[src/rtl/id_ex_stage.sv]
// -----------------------------------------------------------------------------
// id_ex_stage
//
// ID/EX pipeline register for a 5-stage RISC-style pipeline, with operand
// forwarding into the execute stage.
//
// The stage registers capture the decoded instruction from ID once per cycle.
// Each register is updated with this priority: reset, then flush (which
// inserts a bubble), then stall (which holds), then capture.
//
// While the stage is stalled it still watches the write-back port. A result
// retiring to one of its source registers is copied into the stored operand,
// so that value is not lost when the writer leaves MEM/WB. The same bypass
// applies at capture time, because the register file read in ID does not
// yet contain the value being written back in that cycle.
//
// Ports
//   clk, rst                      clock and synchronous active-high reset
//   stall, flush                  hold / bubble control from hazard logic
//   id_valid, id_pc, id_imm       decoded instruction from ID
//   id_rdata1, id_rdata2          register file read data
//   id_rs1, id_rs2, id_rd         register specifiers
//   id_aluctrl                    ALU opcode (ADD=0000 .. SLTU=1001)
//   id_alusrc                     1: src2 = immediate
//   id_asel_pc                    1: src1 = pc
//   id_regwrite                   instruction writes rd
//   exm_regwrite, exm_rd,
//   exm_result                    EX/MEM forwarding source
//   mwb_regwrite, mwb_rd,
//   mwb_result                    MEM/WB write-back and forwarding source
//   ex_valid, ex_pc, ex_rd,
//   ex_regwrite                   registered EX-stage control
//   src1, src2, aluctrl           ALU operands and opcode
//   ex_storedata                  forwarded rs2 value for stores
// -----------------------------------------------------------------------------
module id_ex_stage #(
   parameter int DATA_W = 32
) (
   input  logic              clk,
   input  logic              rst,
   input  logic              stall,
   input  logic              flush,
   input  logic              id_valid,
   input  logic [DATA_W-1:0] id_pc,
   input  logic [DATA_W-1:0] id_imm,
   input  logic [DATA_W-1:0] id_rdata1,
   input  logic [DATA_W-1:0] id_rdata2,
   input  logic [4:0]        id_rs1,
   input  logic [4:0]        id_rs2,
   input  logic [4:0]        id_rd,
   input  logic [3:0]        id_aluctrl,
   input  logic              id_alusrc,
   input  logic              id_asel_pc,
   input  logic              id_regwrite,
   input  logic              exm_regwrite,
   input  logic [4:0]        exm_rd,
   input  logic [DATA_W-1:0] exm_result,
   input  logic              mwb_regwrite,
   input  logic [4:0]        mwb_rd,
   input  logic [DATA_W-1:0] mwb_result,
   output logic              ex_valid,
   output logic [DATA_W-1:0] ex_pc,
   output logic [4:0]        ex_rd,
   output logic              ex_regwrite,
   output logic [DATA_W-1:0] src1,
   output logic [DATA_W-1:0] src2,
   output logic [3:0]        aluctrl,
   output logic [DATA_W-1:0] ex_storedata
);

   logic              vld_p0;
   logic [DATA_W-1:0] pc_p0;
   logic [DATA_W-1:0] imm_p0;
   logic [DATA_W-1:0] rdata1_p0;
   logic [DATA_W-1:0] rdata2_p0;
   logic [4:0]        rs1_p0;
   logic [4:0]        rs2_p0;
   logic [4:0]        rd_p0;
   logic [3:0]        aluctrl_p0;
   logic              alusrc_p0;
   logic              asel_pc_p0;
   logic              regwrite_p0;

   logic [DATA_W-1:0] fwd1;
   logic [DATA_W-1:0] fwd2;

   // A producer matches a source register only when it actually writes and
   // its destination is not x0, which always reads as zero.
   function automatic logic hit(input logic       we,
                                input logic [4:0] wrd,
                                input logic [4:0] rs);
      return we && (wrd != 5'd0) && (wrd == rs);
   endfunction

   // The younger EX/MEM result takes precedence over MEM/WB.
   function automatic logic [DATA_W-1:0] fwd_sel(input logic [4:0]        rs,
                                                 input logic [DATA_W-1:0] stored,
                                                 input logic              e_we,
                                                 input logic [4:0]        e_rd,
                                                 input logic [DATA_W-1:0] e_res,
                                                 input logic              w_we,
                                                 input logic [4:0]        w_rd,
                                                 input logic [DATA_W-1:0] w_res);
      if (hit(e_we, e_rd, rs))
         return e_res;
      else if (hit(w_we, w_rd, rs))
         return w_res;
      else
         return stored;
   endfunction

   // ---- ID -> EX stage boundary ----
   always_ff @(posedge clk) begin
      if (rst || flush) begin
         vld_p0      <= 1'b0;
         pc_p0       <= '0;
         imm_p0      <= '0;
         rdata1_p0   <= '0;
         rdata2_p0   <= '0;
         rs1_p0      <= 5'd0;
         rs2_p0      <= 5'd0;
         rd_p0       <= 5'd0;
         aluctrl_p0  <= 4'b0000;
         alusrc_p0   <= 1'b0;
         asel_pc_p0  <= 1'b0;
         regwrite_p0 <= 1'b0;
      end else if (stall) begin
         if (hit(mwb_regwrite, mwb_rd, rs1_p0))
            rdata1_p0 <= mwb_result;
         if (hit(mwb_regwrite, mwb_rd, rs2_p0))
            rdata2_p0 <= mwb_result;
      end else begin
         vld_p0      <= id_valid;
         pc_p0       <= id_pc;
         imm_p0      <= id_imm;
         rdata1_p0   <= hit(mwb_regwrite, mwb_rd, id_rs1) ? mwb_result : id_rdata1;
         rdata2_p0   <= hit(mwb_regwrite, mwb_rd, id_rs2) ? mwb_result : id_rdata2;
         rs1_p0      <= id_rs1;
         rs2_p0      <= id_rs2;
         rd_p0       <= id_rd;
         aluctrl_p0  <= id_aluctrl;
         alusrc_p0   <= id_alusrc;
         asel_pc_p0  <= id_asel_pc;
         regwrite_p0 <= id_regwrite;
      end
   end

   // ---- EX stage operand selection ----
   always_comb begin
      fwd1 = fwd_sel(rs1_p0, rdata1_p0, exm_regwrite, exm_rd, exm_result,
                     mwb_regwrite, mwb_rd, mwb_result);
      fwd2 = fwd_sel(rs2_p0, rdata2_p0, exm_regwrite, exm_rd, exm_result,
                     mwb_regwrite, mwb_rd, mwb_result);
   end

   assign src1         = asel_pc_p0 ? pc_p0 : fwd1;
   assign src2         = alusrc_p0 ? imm_p0 : fwd2;
   assign ex_storedata = fwd2;
   assign aluctrl      = aluctrl_p0;
   assign ex_pc        = pc_p0;
   assign ex_rd        = rd_p0;
   assign ex_valid     = vld_p0;
   assign ex_regwrite  = regwrite_p0 & vld_p0;

endmodule

[config.mk]
export PLATFORM = sky130hd
export DESIGN_NAME = id_ex_stage
export DESIGN_NICKNAME = d
export VERILOG_FILES = /design/src/rtl/id_ex_stage.sv
export SDC_FILE = /design/constraint.sdc
export NUM_CORES = 1
export LEC_CHECK = 0
export ABC_AREA = 1
export ABC_CLOCK_PERIOD_IN_PS = 2100
export CORE_AREA = 2 2 167 136
export DETAILED_ROUTE_END_ITERATION = 10
export DIE_AREA = 0 0 169 138
export GPL_ROUTABILITY_DRIVEN = 0
export GPL_TIMING_DRIVEN = 0
export PLACE_DENSITY = 0.82
export RECOVER_POWER = 25
export SETUP_SLACK_MARGIN = 0.3
export SLEW_MARGIN = 30
export SYNTH_ARGS = -nofsm -noshare
export SYNTH_HDL_FRONTEND = slang
export SYNTH_SLANG_ARGS = --single-unit
[constraint.sdc]
create_clock -name clk -period 2.1 [get_ports clk]
set_input_delay 0.42 -clock clk [delete_from_list [all_inputs] [get_ports clk]]
set_output_delay 0.42 -clock clk [all_outputs]
set_load 0.005 [all_outputs]
==> impl_summary.md <==
Power
The power density of the placed cells is 540.0 nW/um^2. In this run the static leakage power is 7.585 nW. The share of total power dissipated in combinational logic is 25.6%. Total power for the finished layout comes to 8.706 mW.

Registers are responsible for 34.9% of the overall power. Net switching is 29.30% of the power. Cell internal power was estimated by the tool at 6.155 mW. The peak supply drop is 419.9 uV. The relative contribution of the clock network to total power is 39.5%. Summed over all nets, the switching power comes to 2.551 mW.

Floorplan
The core region is 21,950 sq um. The number of I/O pins is 370. The x dimension of the die is 169 um. The starting density of the core is 43.63%. The die is 138 um tall. Row generation in the floorplan step produced 49 rows.

The die covers 23,320 sq um.

Detailed routing
The first routing iteration left 1,488 violations. The final route contains 12,990 vias. The wire length after detailed routing is 46,060 um. After detailed routing, the average wire length per cell comes to 19.90 um. The count of nets left with antenna violations once routing finished came out at 0. For this run, the detailed router's first-pass iteration total came to 6.

The per-cell via count in the routed design is 5.615. In the routed design, unresolved DRC markers number 0.

Finish
Compared with the post-synthesis result, the final layout area differs by 68.34%. The finished layout holds 2,314 standard cells, fillers aside. The layout net count is 2,252.

The fraction of layout instances using a drive strength above 1 is 22.53%.

Synth
For this run, the number of Yosys warnings is 0. The most common cell in the synthesized netlist is nand2_1. The synthesized netlist devotes 2.652% of its cell area to XOR and XNOR gates.

The number of nets in the synthesized netlist is 1,797. Counting flops with an async set or reset pin after synthesis yields a share of 0%. The fraction of synthesized cell area taken by the top area cell type is 31.57%. The flop and latch count out of synthesis is 151. By area the synthesized netlist is led by dfxtp_1, nand2_1, nand3_1. Dividing the synthesized area by the synthesized cell count gives 6.115 sq um. The synthesized netlist devotes 7.212% of its cell area to compound gates. In the synthesized netlist, mux cells make up 0% of the area. After synthesis, the largest family of logic cells by area is simple AND/OR/NAND/NOR gates.

Among all flip-flop cells after synthesis, the most frequent one is dfxtp_1. The count of distinct cell types in the synthesized netlist is 27. By count the netlist is led by nand2_1, nand3_1, dfxtp_1, nor2_1, a21oi_1.

Of the total synthesized cell area, the portion taken by AND, OR, NAND and NOR gates is 51.25%. The cell area that synthesis handed to floorplanning was 9577 sq um. After technology mapping, the gate count stands at 1,566. Of all cell types, the one taking the most synthesized area is dfxtp_1. Of the synthesized area, sequential elements account for 31.57%. Of the total synthesized cell area, the portion taken by full adders, half adders and majority gates is 0%.

The number of enable flip-flop cells after synthesis is 0.

Worst setup path
The buffering stage count on the worst path with inverters included is 3. The worst stage delay on the critical path is 0.50 ns. Counting stages on the worst path, the most repeated cell is nand3_1. On the critical path the largest part of the delay comes from buffers and inverters. The setup path with the least slack is of type flop to primary output. The worst setup path is captured at a primary output. The slowest stage of the critical path belongs to the cell clkdlybuf4s50_1. The signal on the critical path passes through xor2_2, nor2_4, buf_12, buf_4, nand4_1, nand3_1, nand3_1, nand2_1, clkdlybuf4s50_1. The highest fanout seen on the critical path is 10.

At the worst endpoint, the required time is 1.68 ns. The critical path arrival is 2.45 ns. The kind of start point of the critical path is a flop.

STA
Setup violations remaining at the end of the flow were counted as 103. The clock arrives with 0.01253 ns of skew. The transition at the pin with the smallest max-transition slack is 0.7488 ns. The maximum clock frequency is 349.0 MHz. The final critical path time including I/O delays and setup is 2.865 ns. The least setup slack across all paths after layout is -0.7654 ns. The count of final hold-check violations came to 0. The final clock period utilization by the worst path is 136.4%.

Setup repair after global routing could not meet its margin everywhere. The worst hold-check slack is 0.3736 ns. The tightest slew margin relative to the limit is 50.08%. The final-report max-slew violation count was 0.

Placed design
The placed instance count is 2,210. The setup slack at placement is -1.322 ns. Port buffering added 364 buffers. The post-detailed-placement half-perimeter wirelength is 31,930 um.

Clock network
The clock tree synthesis step divided the H-tree into 4 levels. The number of sinks on the clock net is 151. The clock reaches the later pin of the worst-skew pair after 0.44 ns. TritonCTS built the clock tree. The library cell used as clock root buffer is clkbuf_16.

The number of buffers on the longest clock path is 2. Buffers inserted during clock tree synthesis total 17. After clock tree synthesis, the clock-pin slew on the worst setup and hold paths is 0.06 ns.

Min path
The tightest min-delay check is of the input pin to flop type.

Global routing
The via count of the first global-routing pass came to 11,840. Summed over all layers, the global routing overflow is 0. The global-route wire length before repair is 64,160 um.

The global-route usage over all layers is 35.31%. The pin count of the biggest net entering global routing is 17. The initial antenna violation count is 1.

Outcome
The final reports fail on setup timing. The run finished, with violations left.

Job
Max-cap violations in this run came to 0.
[worst paths after layout]
kind                   from            end  slack (ns)  cells after the start
setup reg to reg  rs2_p0[1]  rdata2_p0[25]        0.16                     15
hold / removal    id_rs2[2]      rs2_p0[2]        0.37                      3
hold reg to reg   imm_p0[9]      imm_p0[9]        0.47                      2
setup / recovery  rs2_p0[3]        src2[6]       -0.77                      9
[through the flow]
stage	area [sq um]	util, %	setup TNS, ns
6_report	16120	73.45	-54.76
4_1_cts	14790	67.36	-60.37
3_3_place_gp	13740	62.60	-169.76
3_5_place_dp	13740	62.60	-171.50
5_1_grt	16120	73.45	-65.94
2_1_floorplan	9746	-	0
[routing by layer]
layer | up-vias | track usage (%) | wire length [um]
met5 | - | 0 | 0
met4 | 0 | 12.82 | 2094
met3 | 186 | 9.276 | 5127
met2 | 911 | 58.39 | 21260
met1 | 5916 | 44.41 | 17580
li1 | 5979 | - | -
[power by group through the flow]
stage	Combinational, mW	Clock, mW	Sequential, mW
2_1_floorplan	0.867	0	3.08
3_3_place_gp	1.93	0	3.09
3_5_place_dp	1.95	0	3.09
4_1_cts	2.02	3.42	3.03
5_1_grt	2.36	3.52	3.05
6_report	2.23	3.44	3.04
[tightest hold or removal path, cell delays in order]
cell	delay, ns
dlymetal6s2s_1	0.16
nand2_1	0.10
a21oi_1	0.07
[cell usage in the layout, fill, tap and decap left out, types with 8 or more instances in the layout]
cell type	instances
dlygate4sd2_1	11
nand4_1	32
nand2_4	25
nand2_1	539
nand3_4	10
nand3_1	187
nor2_4	13
and2_1	19
buf_8	9
xnor2_2	8
nor2_1	130
nand2_2	34
o21bai_1	28
dlymetal6s2s_1	14
clkbuf_1	21
dfxtp_2	10
clkbuf_2	70
buf_2	27
buf_12	14
a21oi_1	87
and2_4	13
nand3b_1	33
clkdlybuf4s50_1	283
clkbuf_16	21
buf_6	50
nand3_2	64
xor2_2	9
inv_1	26
buf_4	41
dfxtp_1	136
[layout make-up]
class                      count  area (sq um)
clock inverter                12         198.9
antenna                        1         2.502
inverter                      39         148.9
fill                        1746          5827
timing repair buffer         435          4269
tap                          280         350.3
clock buffer                  19         432.9
multi-input combinational   1255          6782
sequential                   151          3054
buffer                       122         883.3
[cells by family (layout without fill, tap and decap cells)]
logic type / count (synthesis) / after routing
AOI/OAI and AO/OA: 122 / 122
buffers and inverters: 161 / 627
other: 0 / 1
xor gates and xnor gates: 29 / 29
and+or+nand+nor: 1103 / 1104
DFF: 151 / 151
[flip-flops by register name, summed over array words and instances (netlist names)]
register	flops
asel_pc_p0	1
rdata1_p0	32
regwrite_p0	1
ex_pc	32
rs1_p0	5
aluctrl	4
rs2_p0	5
ex_valid	1
imm_p0	32
ex_rd	5
rdata2_p0	32
alusrc_p0	1
[what timing repair did]
item | 4_1_cts | 5_1_grt
setup buffers | 12 | 55
endpoints found under the setup margin | 239 | 211
pin swaps | 21 | 78
resized for setup | 135 | 390
hold buffers | 0 | 0
cloned | 1 | 4
Power figures use the tool's default switching activity.
